===== src/rtl/m_unit_issuer.sv =====
// Core-side issuer for the RV32M coprocessor handshake: decode, request, single-cycle writeback.
// Optional REQ watchdog enabled by defining M_ISSUER_TIMEOUT_EN.
module m_unit_issuer #(
  parameter int TIMEOUT_CYCLES = 64,
  parameter int CNT_W          = 8
) (
  input  logic        clk,
  input  logic        reset,
  input  logic        issue_valid,
  output logic        issue_ready,
  input  logic [31:0] issue_instr,
  input  logic [31:0] issue_rs1,
  input  logic [31:0] issue_rs2,
  input  logic        flush,
  output logic        pcpi_valid,
  output logic [31:0] pcpi_insn,
  output logic [31:0] pcpi_rs1,
  output logic [31:0] pcpi_rs2,
  input  logic        pcpi_wr,
  input  logic [31:0] pcpi_rd,
  input  logic        pcpi_busy,
  input  logic        pcpi_ready,
  output logic        wb_valid,
  output logic [4:0]  wb_addr,
  output logic [31:0] wb_data,
  output logic        done,
  output logic        illegal
);

  typedef enum logic [1:0] {IDLE, REQ, RESP} state_t;

  state_t state, state_nxt;
  logic   is_m, accept, take_rsp, tmo, wr_q;

  assign is_m     = (issue_instr[6:0] == 7'b0110011) && (issue_instr[31:25] == 7'b0000001);
  assign accept   = issue_valid && (state == IDLE);
  assign take_rsp = (state == REQ) && pcpi_ready && !flush;

`ifdef M_ISSUER_TIMEOUT_EN
  logic [CNT_W-1:0] cnt;

  // Ready on the limit edge still completes normally.
  assign tmo = (state == REQ) && !pcpi_ready && (cnt == CNT_W'(TIMEOUT_CYCLES - 1));

  always_ff @(posedge clk or posedge reset) begin
    if (reset)               cnt <= '0;
    else if (state != REQ)   cnt <= '0;
    else if (!pcpi_ready)    cnt <= cnt + 1'b1;
  end

  logic unused_busy;
  assign unused_busy = pcpi_busy;
`else
  assign tmo = 1'b0;

  logic unused_cfg;
  assign unused_cfg = pcpi_busy ^ (CNT_W'(TIMEOUT_CYCLES) == '0);
`endif

  always_comb begin
    state_nxt = state;
    if (flush) state_nxt = IDLE;
    else begin
      case (state)
        IDLE:    if (accept && is_m) state_nxt = REQ;
        REQ:     if (pcpi_ready)     state_nxt = RESP;
                 else if (tmo)       state_nxt = IDLE;
        RESP:    state_nxt = IDLE;
        default: state_nxt = IDLE;
      endcase
    end
  end

  always_ff @(posedge clk or posedge reset) begin
    if (reset) state <= IDLE;
    else       state <= state_nxt;
  end

  always_ff @(posedge clk or posedge reset) begin
    if (reset) begin
      pcpi_insn <= '0;
      pcpi_rs1  <= '0;
      pcpi_rs2  <= '0;
      wr_q      <= 1'b0;
      wb_addr   <= '0;
      wb_data   <= '0;
      illegal   <= 1'b0;
    end else begin
      if (accept && is_m && !flush) begin
        pcpi_insn <= issue_instr;
        pcpi_rs1  <= issue_rs1;
        pcpi_rs2  <= issue_rs2;
      end
      // Result fields only move when a real write is coming, so they hold between writes.
      if (take_rsp) begin
        wr_q <= pcpi_wr && (pcpi_insn[11:7] != 5'd0);
        if (pcpi_wr && (pcpi_insn[11:7] != 5'd0)) begin
          wb_addr <= pcpi_insn[11:7];
          wb_data <= pcpi_rd;
        end
      end
      illegal <= !flush && ((accept && !is_m) || tmo);
    end
  end

  assign issue_ready = (state == IDLE);
  assign pcpi_valid  = (state == REQ);
  assign done        = (state == RESP);
  assign wb_valid    = (state == RESP) && wr_q;

endmodule

===== config.mk =====
export PLATFORM = sky130hd
export DESIGN_NAME = m_unit_issuer
export DESIGN_NICKNAME = d
export VERILOG_FILES = /design/src/rtl/m_unit_issuer.sv
export SDC_FILE = /design/constraint.sdc
export NUM_CORES = 1
export LEC_CHECK = 0
export BUFFER_PORTS_ARGS = -buffer_cell sky130_fd_sc_hd__buf_2
export CAP_MARGIN = 10
export CORE_MARGIN = 3
export CORE_UTILIZATION = 40
export DETAILED_ROUTE_END_ITERATION = 10
export HOLD_SLACK_MARGIN = 0.15
export PLACE_DENSITY_LB_ADDON = 0.05
export SETUP_SLACK_MARGIN = 0.1
export SYNTH_ARGS = -nofsm -noshare
export SYNTH_HDL_FRONTEND = slang
export SYNTH_SLANG_ARGS = --single-unit

===== constraint.sdc =====
create_clock -name clk -period 4.6 [get_ports clk]
set_input_delay 0.92 -clock clk [delete_from_list [all_inputs] [get_ports clk]]
set_output_delay 0.92 -clock clk [all_outputs]
set_load 0.01 [all_outputs]

==> impl_results.md, run 1 <==
- Status: finished clean
- Final HPWL DP: 9070 um
- Cell taking the most area after synthesis: dfrtp_1
- Synth Register Bits: 137
- Post-synthesis mux area share: 26.2%
- Post-synth top area share: 67.1%
- Net Count, Synth: 440
- Post-CTS Resized: 0
- PD cells: 366 mW/mm2
- Register area share after synthesis: 67.1%
- Data arrival, critical path: 3.28 ns
- Cell count after synthesis: 305
- Synth Area in Compound Gates: 0.245%
- Mean post-synth cell area: 16.7 um2
- Initial antenna violation count: 0
- # DRC: 0
- Finish-stage setup viols: 0
- Maxcap violations: 0
- Layout cells sized above 1: 69.9%
- 1st-iter DRT viols: 99
- Root buf cell: clkbuf_16
- Most frequent cell after synthesis: dfrtp_1
- Largest family of logic cells by synthesized area: multiplexers
- Yosys warns: 0
- Total CTS buffers: 17
- WP data required: 4.89 ns
- Ys flop type: dfrtp_1
- Final Hold Viols: 0
- Worst setup EP type: register
- Worst hold path class: reg -> reg
- DR WL/cell: 15.9 um
- Max Freq: 0.335 GHz
- Critical path class: in -> reg
- Setup TNS: 0 ns
- Clock Tree Buf Depth: 2
- Die Y: 119 um
- Fin crit period: 2.99 ns
- Die area: 0.0142 mm2
- Antenna viol nets, final: 0
- CTS H-tree lvls: 4
- Synth Area in XOR/XNOR: 0%
- Total track usage: 17.9%
- Final RePlAce weighted congestion: 0.744
- Nature of the critical path startpoint: input port
- Top post-synthesis cells by count: dfrtp_1, mux2_2, mux2_1, nor2b_1, buf_4
- IO buf count: 271
- Netlist cell types: 22
- Post-route cell area: 0.00723 mm2
- Slew Limit Fails: 0
- Layout Area Growth over Synthesis: 41.6%
- Worst-Skew Late Latency: 0.41 ns
- Starting Density: 41.6%
- Cts hold-fix bufs: 0
- Largest net degree at the start of global routing: 98
- First-pass detailed-route iteration total: 4
- Vias in the first global route: 3788
- N_diodes: 0
- Worst clock skew: 0.00777 ns
- Core Footprint: 0.0123 mm2
- EDFF count, synth: 0
- First-pass GRT wire length: 19700 um
- Non-filler instance count after layout: 766
- Adder-cell share of the synthesized area: 0%
- Largest cells by area after synthesis: dfrtp_1, mux2_2, mux2_1, nor2b_1, buf_4
- Die W: 119 um
- Fin crit share: 64.9%
- CTS tree: yes
- Via/cell ratio: 4.59
- # IOs: 273
- Slew headroom: 41.1%
- Synth async-reset ratio: 100%
- Worst Max-Slew Pin Slew: 0.881 ns
- Syn Std Cell Area: 0.00511 mm2
- Post-CTS Setup Bufs: 0
- P_leak: 0.00435 uW
- Placed Area: 0.00663 mm2
- Num Clock Sinks: 137
- Overflow after GRT: 0
- NumNets Final: 720
- RSZ-0062 raised after global routing: false
- Cell row count: 40
- Clock slew at reported path FFs: 0.05 ns
- Placed cells: 734
- Vias: 3514
- Simple-Gate Fraction of Synth Area: 3.97%
- VDD IR max: 0.228 mV
- WL final: 12200 um
- Crit path max fanout: 61
## report_power, final
group	internal, uW	switching, uW	total (uW)	leakage [uW]
Combinational	43.6	39.2	82.9	0.00214
Sequential	1210	0.328	1210	0.00191
Clock	889	468	1360	0.000300
Total	2140	508	2650	0.00435
## flip-flops by register name, summed over array words and instances (netlist names)
register,flops
illegal,1
state,2
pcpi_rs2,32
pcpi_insn,32
wb_data,32
wb_addr,5
pcpi_rs1,32
wr_q,1
## cell families (layout without fill, tap and decap cells)
| group | Yosys count | after routing |
|---|---|---|
| flops | 137 | 137 |
| mux | 119 | 119 |
| simple gates | 30 | 30 |
| buf+inv | 17 | 310 |
| compound gates | 2 | 2 |
## per-stage QoR
step                setup WS (ns)  total power (uW)  util [%]  hold slack, ns
floorplan                    1.89              1250         -           0.503
global placement             1.18              1310      54.1           0.449
detailed placement           1.14              1310      54.1           0.449
CTS                          1.57              2680      59.0           0.462
global route                 1.48              2760      59.0           0.489
finish                       1.61              2650      59.0           0.459
## layout make-up
type | count | area (um2)
fill | 1025 | 5030
sequential | 137 | 3430
multi-input combinational | 151 | 1560
timing repair buffer | 276 | 1420
clock buffer | 23 | 478
tap | 168 | 210
clock inverter | 9 | 120
inverter | 2 | 11.3
## layout by cell type (no fill, tap or decap), drive strengths merged
cell,n
bufinv,3
nand2,1
or2,6
o211ai,1
or4,2
o21ai,1
inv,1
and3b,1
mux2,119
nand4bb,1
nor2,2
nor2b,12
nor3b,1
buf,276
clkinvlp,1
nand3b,1
or4b,1
clkinv,6
clkbuf,23
nor4,1
dfrtp,137
and2,1
## critical path, cell delays in order
cell	delay, ns
buf_2	0.10
or4b_1	0.53
nor4_2	0.34
nor2b_4	0.59
buf_12	0.35
mux2_2	0.38
## worst paths after layout
path	from	endpoint	slack, ns	cells after the start
min in group asynchronous	reset	pcpi_rs2[18]$_DFFE_PP0P_	0.69	2
min reg2reg	pcpi_insn[4]$_DFFE_PP0P_	pcpi_insn[4]$_DFFE_PP0P_	0.46	1
max reg2reg	state[1]$_DFFE_PP0P_	pcpi_rs1[2]$_DFFE_PP0P_	2.46	5
min	pcpi_insn[4]$_DFFE_PP0P_	pcpi_insn[4]$_DFFE_PP0P_	0.46	1
max	issue_instr[2]	pcpi_rs1[2]$_DFFE_PP0P_	1.61	6
max in group asynchronous	reset	wb_data[17]$_DFFE_PP0P_	2.95	3
## per-layer routing
| layer | global-route usage (%) | vias to the layer above | wire length [um] |
|---|---|---|---|
| met2 | 30.4 | 167 | 6250 |
| met1 | 19.5 | 1700 | 4530 |
| met5 | 0 | - | 0 |
| met3 | 7.64 | 17 | 1130 |
| met4 | 7.46 | 0 | 246 |
| li1 | - | 1630 | - |
Power figures use the tool's default switching activity.
==> inputs of run 2 (changes only) <==
--- a/config.mk
+++ b/config.mk
@@ -8,7 +8,7 @@
 export BUFFER_PORTS_ARGS = -buffer_cell sky130_fd_sc_hd__buf_2
 export CAP_MARGIN = 10
 export CORE_MARGIN = 3
-export CORE_UTILIZATION = 40
+export CORE_UTILIZATION = 45
 export DETAILED_ROUTE_END_ITERATION = 10
 export HOLD_SLACK_MARGIN = 0.15
 export PLACE_DENSITY_LB_ADDON = 0.05
==> constraint.sdc (replaced) <==
create_clock -name clk -period 3.1 [get_ports clk]
set_input_delay 0.62 -clock clk [delete_from_list [all_inputs] [get_ports clk]]
set_output_delay 0.62 -clock clk [all_outputs]
set_load 0.01 [all_outputs]
==> run 2 against run 1 <==
Compared with the run above: sequential power up 48%; worst setup slack worse by 0.88 ns; die area decreased by 11%; via count up 0.57%; routed wire length is 0.97% higher; global-route usage up 2.0 points; critical path depth unchanged; sequential share of layout area increased by 0.18 points; critical path type unchanged; count of clock-buffer cells in the layout up 3; utilization increased by 6.6 points.
==> impl_results.md, run 2 (synthesis results as in run 1) <==
- Status: finished clean
- Most common cell after layout, fill and taps aside: buf_2
- Die Y: 113 um (-5.4%)
- IO buf count: 271 (unchanged)
- Via/cell ratio: 4.77 (+4.0%)
- Num Clock Sinks: 137 (unchanged)
- Worst Max-Slew Pin Slew: 0.866 ns (-0.0148 ns)
- Slew Limit Fails: 0 (unchanged)
- PD cells: 542 mW/mm2 (+48%)
- VDD IR max: 0.306 mV (+34%)
- Worst hold path class: in -> reg
- Final Hold Viols: 0 (unchanged)
- First-pass detailed-route iteration total: 4 (unchanged)
- Placed Area: 0.00661 mm2 (-0.38%)
- Vias in the first global route: 3778 (-0.26%)
- Worst setup EP type: register
- Starting Density: 46.5% (+4.8 points)
- Core Footprint: 0.0110 mm2 (-10%)
- WP data required: 3.38 ns (-1.51 ns)
- Max Freq: 0.422 GHz
- Worst-Skew Late Latency: 0.40 ns (about the same)
- N_diodes: 0 (unchanged)
- Root buf cell: clkbuf_16
- Layout cells sized above 1: 69.9% (about the same)
- Overflow after GRT: 0 (unchanged)
- # DRC: 0 (unchanged)
- Finish-stage setup viols: 0 (unchanged)
- P_leak: 0.00435 uW (about the same)
- Slew headroom: 42.3% (+1.1 points)
- Clock slew at reported path FFs: 0.05 ns (about the same)
- Seq. cell area: 0.00343 mm2 (unchanged)
- Die W: 113 um (-5.4%)
- Fin crit period: 2.37 ns
- Initial antenna violation count: 0 (unchanged)
- Min Hold Slack: 0.436 ns (-0.0237 ns)
- Antenna viol nets, final: 0 (unchanged)
- CTS tree: yes
- Die area: 0.0127 mm2 (-11%)
- CTS H-tree lvls: 4 (unchanged)
- Cell row count: 38 (-5.0%)
- RSZ-0062 raised after global routing: false
- # IOs: 273 (unchanged)
- Final RePlAce weighted congestion: 0.762 (+2.4%)
- Post-route cell area: 0.00720 mm2 (-0.38%)
- Setup TNS: 0 ns (unchanged)
- Nature of the critical path startpoint: input port
- Maxcap violations: 0 (unchanged)
- Most frequent cells in the layout: buf_2, dfrtp_1, mux2_2, clkbuf_16, mux2_1
- Final HPWL DP: 9290 um (+2.4%)
- DR WL/cell: 16.6 um (+4.4%)
- Largest net degree at the start of global routing: 72 (-27%)
- Critical path class: in -> reg
- Post-CTS Resized: 0 (unchanged)
- Data arrival, critical path: 2.65 ns (-0.63 ns)
- Crit path max fanout: 70 (+15%)
- Multi-input logic area: 0.00156 mm2 (unchanged)
- Layout Area Growth over Synthesis: 41.0%
- Worst clock skew: 0.00744 ns (-0.000336 ns)
- WL final: 12300 um (+0.97%)
- Fillcell total: 827 (-19%)
- First-pass GRT wire length: 19300 um (-2.0%)
- Post-CTS Setup Bufs: 0 (unchanged)
- Total CTS buffers: 17 (unchanged)
- Cts hold-fix bufs: 0 (unchanged)
- Fin crit share: 76.4%
- Vias: 3534 (+0.57%)
- Total track usage: 19.8% (+2.0 points)
- 1st-iter DRT viols: 100 (+1.0%)
- NumNets Final: 723 (+0.42%)
- Clock Tree Buf Depth: 2 (unchanged)
[run 2: worst paths after layout]
check                                         start                        end  slack [ns]  depth (start not counted)
setup reg to reg           pcpi_insn[8]$_DFFE_PP0P_    wb_data[15]$_DFFE_PP0P_        1.18                          4
max in group asynchronous                     reset  pcpi_insn[12]$_DFFE_PP0P_        2.02                          3
min in group asynchronous                     reset   pcpi_rs1[21]$_DFFE_PP0P_        0.50                          3
setup / recovery                     issue_instr[2]   pcpi_rs1[15]$_DFFE_PP0P_        0.73                          6
hold reg to reg            pcpi_insn[5]$_DFFE_PP0P_   pcpi_insn[5]$_DFFE_PP0P_        0.46                          1
hold / removal                        issue_rs2[11]   pcpi_rs2[11]$_DFFE_PP0P_        0.44                          2
[run 2: worst max-delay path: stages]
cell and delay (ns):
buf_2 0.10, or4b_1 0.58, nor4_2 0.33, nor2b_4 0.25, buf_12 0.32, mux2_2 0.39
[run 2: through the flow]
stage               util [%]  instances  power [uW]  worst slack [ns]
floorplan                  -        305        1860             0.690
global placement        60.2        709        1940             0.346
detailed placement      60.2        709        1950             0.329
CTS                     65.6        741        3950             0.755
global route            65.6        741        4050             0.677
finish                  65.6        741        3900             0.730
[run 2: final cells by class]
type | count | share of cell area, %
multi-input cells | 151 | 21.7
clock buffers | 26 | 7.07
flip-flops and latches | 137 | 47.6
well taps | 140 | 2.43
clock inverters | 6 | 1.20
inverters | 2 | 0.156
repair buffers | 279 | 19.8
[run 2: where the power goes]
| part | internal [uW] | switching (uW) | total (uW) |
|---|---|---|---|
| Clock | 1290 | 696 | 1990 |
| Combinational | 63.9 | 58.4 | 122 |
| Sequential | 1790 | 0.514 | 1790 |
| Total | 3150 | 755 | 3900 |
[run 2: per-layer routing]
metal | share of wire [%] | track usage, % | wire, um
met4 | 1.9 | 8.97 | 234
met5 | 0 | 0 | 0
met2 | 50 | 33.0 | 6190
met1 | 38 | 23.0 | 4690
met3 | 9.4 | 7.28 | 1150
